**src/rtl/bidir_shift_pipe.sv**
```systemverilog
// bidir_shift_pipe: pipelined log shifter, one power-of-two step per stage.
// Logical, arithmetic and rotate modes with valid/ready backpressure.
module bidir_shift_pipe #(
    parameter int WIDTH = 8,
    parameter int MAX_SHIFT = 7,
    localparam int SHW = $clog2(MAX_SHIFT + 1)
) (
    input  logic             clk,
    input  logic             rst_n,
    input  logic             in_valid,
    output logic             in_ready,
    input  logic [0:WIDTH-1] in_data,
    input  logic [SHW-1:0]   in_shamt,
    input  logic             in_dir,
    input  logic [1:0]       in_mode,
    output logic             out_valid,
    input  logic             out_ready,
    output logic [0:WIDTH-1] out_data,
    output logic             out_err
);
    localparam logic [1:0] M_ARI = 2'b01;
    localparam logic [1:0] M_ROT = 2'b10;
    localparam logic [1:0] M_RSV = 2'b11;
    localparam int CS = (SHW > 1) ? SHW - 1 : 1;

    function automatic logic [WIDTH-1:0] shift_by(
        input logic [WIDTH-1:0] d,
        input logic             dir,
        input logic [1:0]       mode,
        input int               amt
    );
        logic [WIDTH-1:0] r;
        logic [WIDTH-1:0] fill;
        fill = ~({WIDTH{1'b1}} >> amt);
        r = dir ? d >> amt : d << amt;
        unique case (1'b1)
            mode == M_ROT:
                r = dir ? (d >> amt) | (d << (WIDTH - amt))
                        : (d << amt) | (d >> (WIDTH - amt));
            mode == M_ARI && dir && d[WIDTH-1]:
                r = (d >> amt) | fill;
            default: ;
        endcase
        return r;
    endfunction

    logic             stall;
    logic             clamp;
    logic             rsv;
    logic             acc_err;
    logic [31:0]      shamt_ext;
    logic [SHW-1:0]   eff_amt;

    logic             vld_q  [SHW];
    logic             err_q  [SHW];
    logic [WIDTH-1:0] dat_q  [SHW];
    logic [WIDTH-1:0] dat_d  [SHW];
    logic             dir_q  [CS];
    logic [1:0]       mode_q [CS];
    logic [SHW-1:0]   amt_q  [CS];

    assign stall     = out_valid & ~out_ready;
    assign in_ready  = ~stall;
    assign shamt_ext = 32'(in_shamt);
    assign rsv       = (in_mode == M_RSV);
    assign clamp     = shamt_ext > 32'(MAX_SHIFT);
    assign acc_err   = rsv | clamp;
    assign eff_amt   = rsv   ? '0 :
                       clamp ? SHW'(MAX_SHIFT) : in_shamt;

    for (genvar k = 0; k < SHW; k++) begin : g_stg
        logic             vs;
        logic             es;
        logic             ds;
        logic             hit;
        logic [1:0]       ms;
        logic [SHW-1:0]   as;
        logic [WIDTH-1:0] xs;

        if (k == 0) begin : g_src
            assign vs = in_valid;
            assign es = acc_err;
            assign ds = in_dir;
            assign ms = in_mode;
            assign as = eff_amt;
            assign xs = in_data;
        end else begin : g_src
            assign vs = vld_q[k-1];
            assign es = err_q[k-1];
            assign ds = dir_q[k-1];
            assign ms = mode_q[k-1];
            assign as = amt_q[k-1];
            assign xs = dat_q[k-1];
        end

        // remaining amount is pre-shifted, so the last stage sees only bit 0
        if (k == SHW - 1) begin : g_hit
            assign hit = |as;
        end else begin : g_hit
            assign hit = as[0];
        end

        assign dat_d[k] = hit ? shift_by(xs, ds, ms, 1 << k) : xs;

        always_ff @(posedge clk) begin
            if (!rst_n) begin
                vld_q[k] <= 1'b0;
                err_q[k] <= 1'b0;
                dat_q[k] <= '0;
            end else if (!stall) begin
                vld_q[k] <= vs;
                err_q[k] <= es;
                dat_q[k] <= dat_d[k];
            end
        end

        if (k < SHW - 1) begin : g_ctl
            always_ff @(posedge clk) begin
                if (!rst_n) begin
                    dir_q[k]  <= 1'b0;
                    mode_q[k] <= '0;
                    amt_q[k]  <= '0;
                end else if (!stall) begin
                    dir_q[k]  <= ds;
                    mode_q[k] <= ms;
                    amt_q[k]  <= as >> 1;
                end
            end
        end
    end

    assign out_valid = vld_q[SHW-1];
    assign out_err   = err_q[SHW-1];
    assign out_data  = dat_q[SHW-1];

endmodule
```
**config.mk**
```make
export PLATFORM = sky130hd
export DESIGN_NAME = bidir_shift_pipe
export DESIGN_NICKNAME = d
export VERILOG_FILES = /design/src/rtl/bidir_shift_pipe.sv
export SDC_FILE = /design/constraint.sdc
export NUM_CORES = 1
export LEC_CHECK = 0
export CAP_MARGIN = 20
export CORE_MARGIN = 2
export CORE_UTILIZATION = 56
export CTS_BUF_LIST = sky130_fd_sc_hd__clkbuf_8
export DETAILED_ROUTE_END_ITERATION = 16
export GPL_TIMING_DRIVEN = 0
export PLACE_DENSITY_LB_ADDON = 0.2
export SETUP_SLACK_MARGIN = 0.4
export SYNTH_ARGS = -nofsm -noshare
export SYNTH_HDL_FRONTEND = slang
export SYNTH_SLANG_ARGS = --single-unit
```
**constraint.sdc**
```tcl
create_clock -name clk -period 1.9 [get_ports clk]
set_input_delay 0.38 -clock clk [delete_from_list [all_inputs] [get_ports clk]]
set_output_delay 0.38 -clock clk [all_outputs]
set_load 0.02 [all_outputs]
```
==> results by group <==
Outcome
  – Outcome: finished clean

Floorplan
  – Initial Util: 0.586
  – Boundary Pins: 29
  – Row count: 21
  – Die area: 0.00401 mm²
  – Die Span Y: 63.3 µm
  – Die Wd: 63.3 µm
  – Core area: 0.00336 mm²

Setup path
  – Setup crit start: in_dir
  – Largest stage delay, worst path: 0.45 ns
  – R2r setup slk: 0.51 ns
  – Slowest cell on crit path: clkdlybuf4s50_1
  – Reg-to-reg endpoint: amt_q[0][0]$_SDFFCE_PP0P_
  – WP data required: 1.94 ns
  – Worst r2r path cells: 6
  – Worst r2r src: vld_q[2]$_DFF_P_
  – CP Max Fanout: 10
  – Worst Setup Start Kind: input pin
  – Worst Path Arrival: 1.53 ns
  – WS Path Type: in -> reg
  – Critical Path End Type: flip-flop
  – Cell Chain, Critical Path: clkdlybuf4s50_1 > buf_4 > a41o_1 > o221a_1
  – Worst setup path endpoint: dat_q[0][7]$_SDFFCE_PN0P_

Placed design
  – Pre-CTS setup slack: -0.355 ns
  – Port buffer count: 28
  – Dpl hpwl: 2680 µm
  – Placed Cells: 234
  – Routability cong.: 0.928

Synth
  – Cells after Synth: 160
  – Syn Std Cell Area: 0.00197 mm²
  – Seq/Total Area, Yosys: 0.579
  – Synth top area cells: edfxtp_1 (55%), mux2i_1 (5.1%), and3_1 (3.2%)
  – Syn_nets: 178
  – Cell taking the most area after synthesis: edfxtp_1
  – Yosys warns: 0
  – Netlist cell types: 33
  – Synth Area per Inst: 12.3 µm²
  – Synth Register Bits: 39
  – Share of the synthesized area in the top cell type: 0.549

Job
  – MaxCap Viol Count: 0

GRT
  – GRT busiest layer: met2
  – Routing usage on met3: 0.0393
  – Met1 GRT Util: 0.212
  – Total grt overflow: 0
  – Vias in the first global route: 1488
  – GRT Total Usage: 0.201
  – Initial antenna violation count: 0
  – Global-route wire length before repair: 6250 µm
  – Met2 usage: 0.386
  – Maximum number of pins on one net before global-route repair: 37

STA
  – Worst hold slack: 0.473 ns
  – Final hold vios: 0
  – Setup violators final: 0
  – Fmax: 0.669 GHz
  – Worst-margin pin slew: 0.366 ns
  – Max_slew headroom: 0.756
  – Fin worst setup slack: 0.405 ns
  – Min Tclk post-route: 1.50 ns
  – Clock skew: 0.0112 ns
  – RSZ-0062 raised after global routing: true
  – Setup TNS Final: 0 ns
  – Slew Limit Fails: 0
  – Crit share post-route: 0.787

Route
  – Avg WL per Cell: 15.2 µm
  – DRT iter0 DRCs: 78
  – Final WL: 3770 µm
  – Post-route ant nets: 0
  – Drt drc: 0
  – DR vias/cell: 5.69
  – Via count: 1412
  – DRT Pass-1 Iters: 4

Finish
  – Layout area overhead: 25.7%
  – Fin cells: 248
  – Number of fillers in the final layout: 260
  – Commonest cells after routing, fill and taps aside: edfxtp_1 (36), nor2_1 (16), clkdlybuf4s50_1 (14)
  – Diodes inserted: 0
  – # nets final: 219
  – Layout cells sized above 1: 0.188
  – Leading cell type in the layout, fill and taps excluded: edfxtp_1

CTS
  – Cts bufs inserted: 5
  – Clock slew at reported path FFs: 0.07 ns
  – Clock Tree Root: clkbuf_8
  – CTS tree: built
  – Worst-Skew Late Latency: 0.28 ns
  – TritonCTS Sinks: 39
  – H-tree depth: 2
  – Max clock buf depth: 2
  – Cts-stage hold buffer count: 0

Worst hold path
  – Hold WC Path Type: reg -> reg

Power and ir drop
  – Power density over the cells: 802 mW/mm²
  – Leakage Power: 0.00102 µW
  – Peak VDD IR: 0.435 mV
-- power breakdown --
group / switching (µW) / internal, µW / total, µW
registers: 38.8 / 1010 / 1050
logic: 145 / 138 / 282
clock network: 270 / 384 / 654
total: 453 / 1530 / 1990
-- logic make-up (layout without fill, tap and decap cells) --
kind of cell	count (synthesis)	count (layout)	share of synthesized area
mux	10	10	0.0508
compound gates	40	40	0.173
simple gates	58	58	0.157
flops	39	39	0.579
buf+inv	13	55	0.0394
-- state kept, by name, summed over array words and instances (netlist names) --
name and cells:
amt_q 3, dat_q 24, dir_q 2, err_q 3, mode_q 4, vld_q 3
-- how the worst min path moves through the flow --
stage | end | slack, ns | from | depth (start not counted)
after global placement | vld_q[2]$_DFF_P_ | 0.44 | vld_q[1]$_DFFE_PP_ | 1
after CTS | err_q[2]$_DFF_P_ | 0.47 | err_q[2]$_DFF_P_ | 2
final | err_q[2]$_DFF_P_ | 0.47 | err_q[2]$_DFF_P_ | 2
after global routing | err_q[2]$_DFF_P_ | 0.49 | err_q[2]$_DFF_P_ | 2
after floorplan | vld_q[2]$_DFF_P_ | 0.43 | vld_q[1]$_DFFE_PP_ | 1
after detailed placement | vld_q[2]$_DFF_P_ | 0.46 | vld_q[1]$_DFFE_PP_ | 1
-- synthesized netlist by cell type --
cell	count
dfxtp_1	3
and3_2	1
a41o_1	1
nand3b_1	2
a311oi_1	5
inv_2	1
buf_6	2
a211oi_1	6
buf_2	4
nand2b_1	7
edfxtp_1	36
o21a_1	1
nand2_1	11
nand4b_1	2
clkbuf_2	1
nor2b_4	1
a21boi_0	6
clkbuf_1	2
inv_1	1
buf_4	2
a21boi_4	1
o221a_1	1
o211ai_1	4
a211oi_2	4
o21ai_0	2
and2_1	2
o221a_2	4
nand3_1	2
a21oi_1	5
nor2b_1	4
mux2i_1	10
and3_1	10
nor2_1	16
-- what timing repair did --
| item | CTS | global route |
|---|---|---|
| resized for setup | 20 | 6 |
| cloned | 0 | 0 |
| buffers inserted | 1 | 5 |
| hold endpoints to repair | 0 | 0 |
| endpoints found under the setup margin | 48 | 42 |
-- area by class of cell --
type                    instances  area (µm²)  share of cell area
plain buffers                  11        80.1              0.0323
inverters                       2        7.51             0.00303
clock buffers                   5        68.8              0.0278
clock inverters                 3        38.8              0.0157
well taps                      46        57.6              0.0232
repair buffers                 34         314               0.127
flip-flops and latches         39        1140               0.461
multi-input cells             108         767               0.310
-- stage by stage --
| step | area, µm² | utilization | power [µW] |
|---|---|---|---|
| CTS | 2430 | 0.721 | 1980 |
| detailed placement | 2310 | 0.687 | 1350 |
| floorplan | 1970 | - | 1230 |
| global placement | 2310 | 0.687 | 1330 |
| finish | 2480 | 0.736 | 1990 |
| global route | 2480 | 0.736 | 2060 |
-- critical path: cells and delay by family --
| kind | cells | cell delay (ns) |
|---|---|---|
| compound gates | 2 | 0.50 |
| buf+inv | 2 | 0.65 |
-- per-layer routing --
layer | part of all wire | vias up
met4 | 0.0050 | 0
met3 | 0.038 | 2
met2 | 0.56 | 35
met1 | 0.39 | 678
met5 | 0 | -
li1 | - | 697
(Power assumes the default switching activity.)
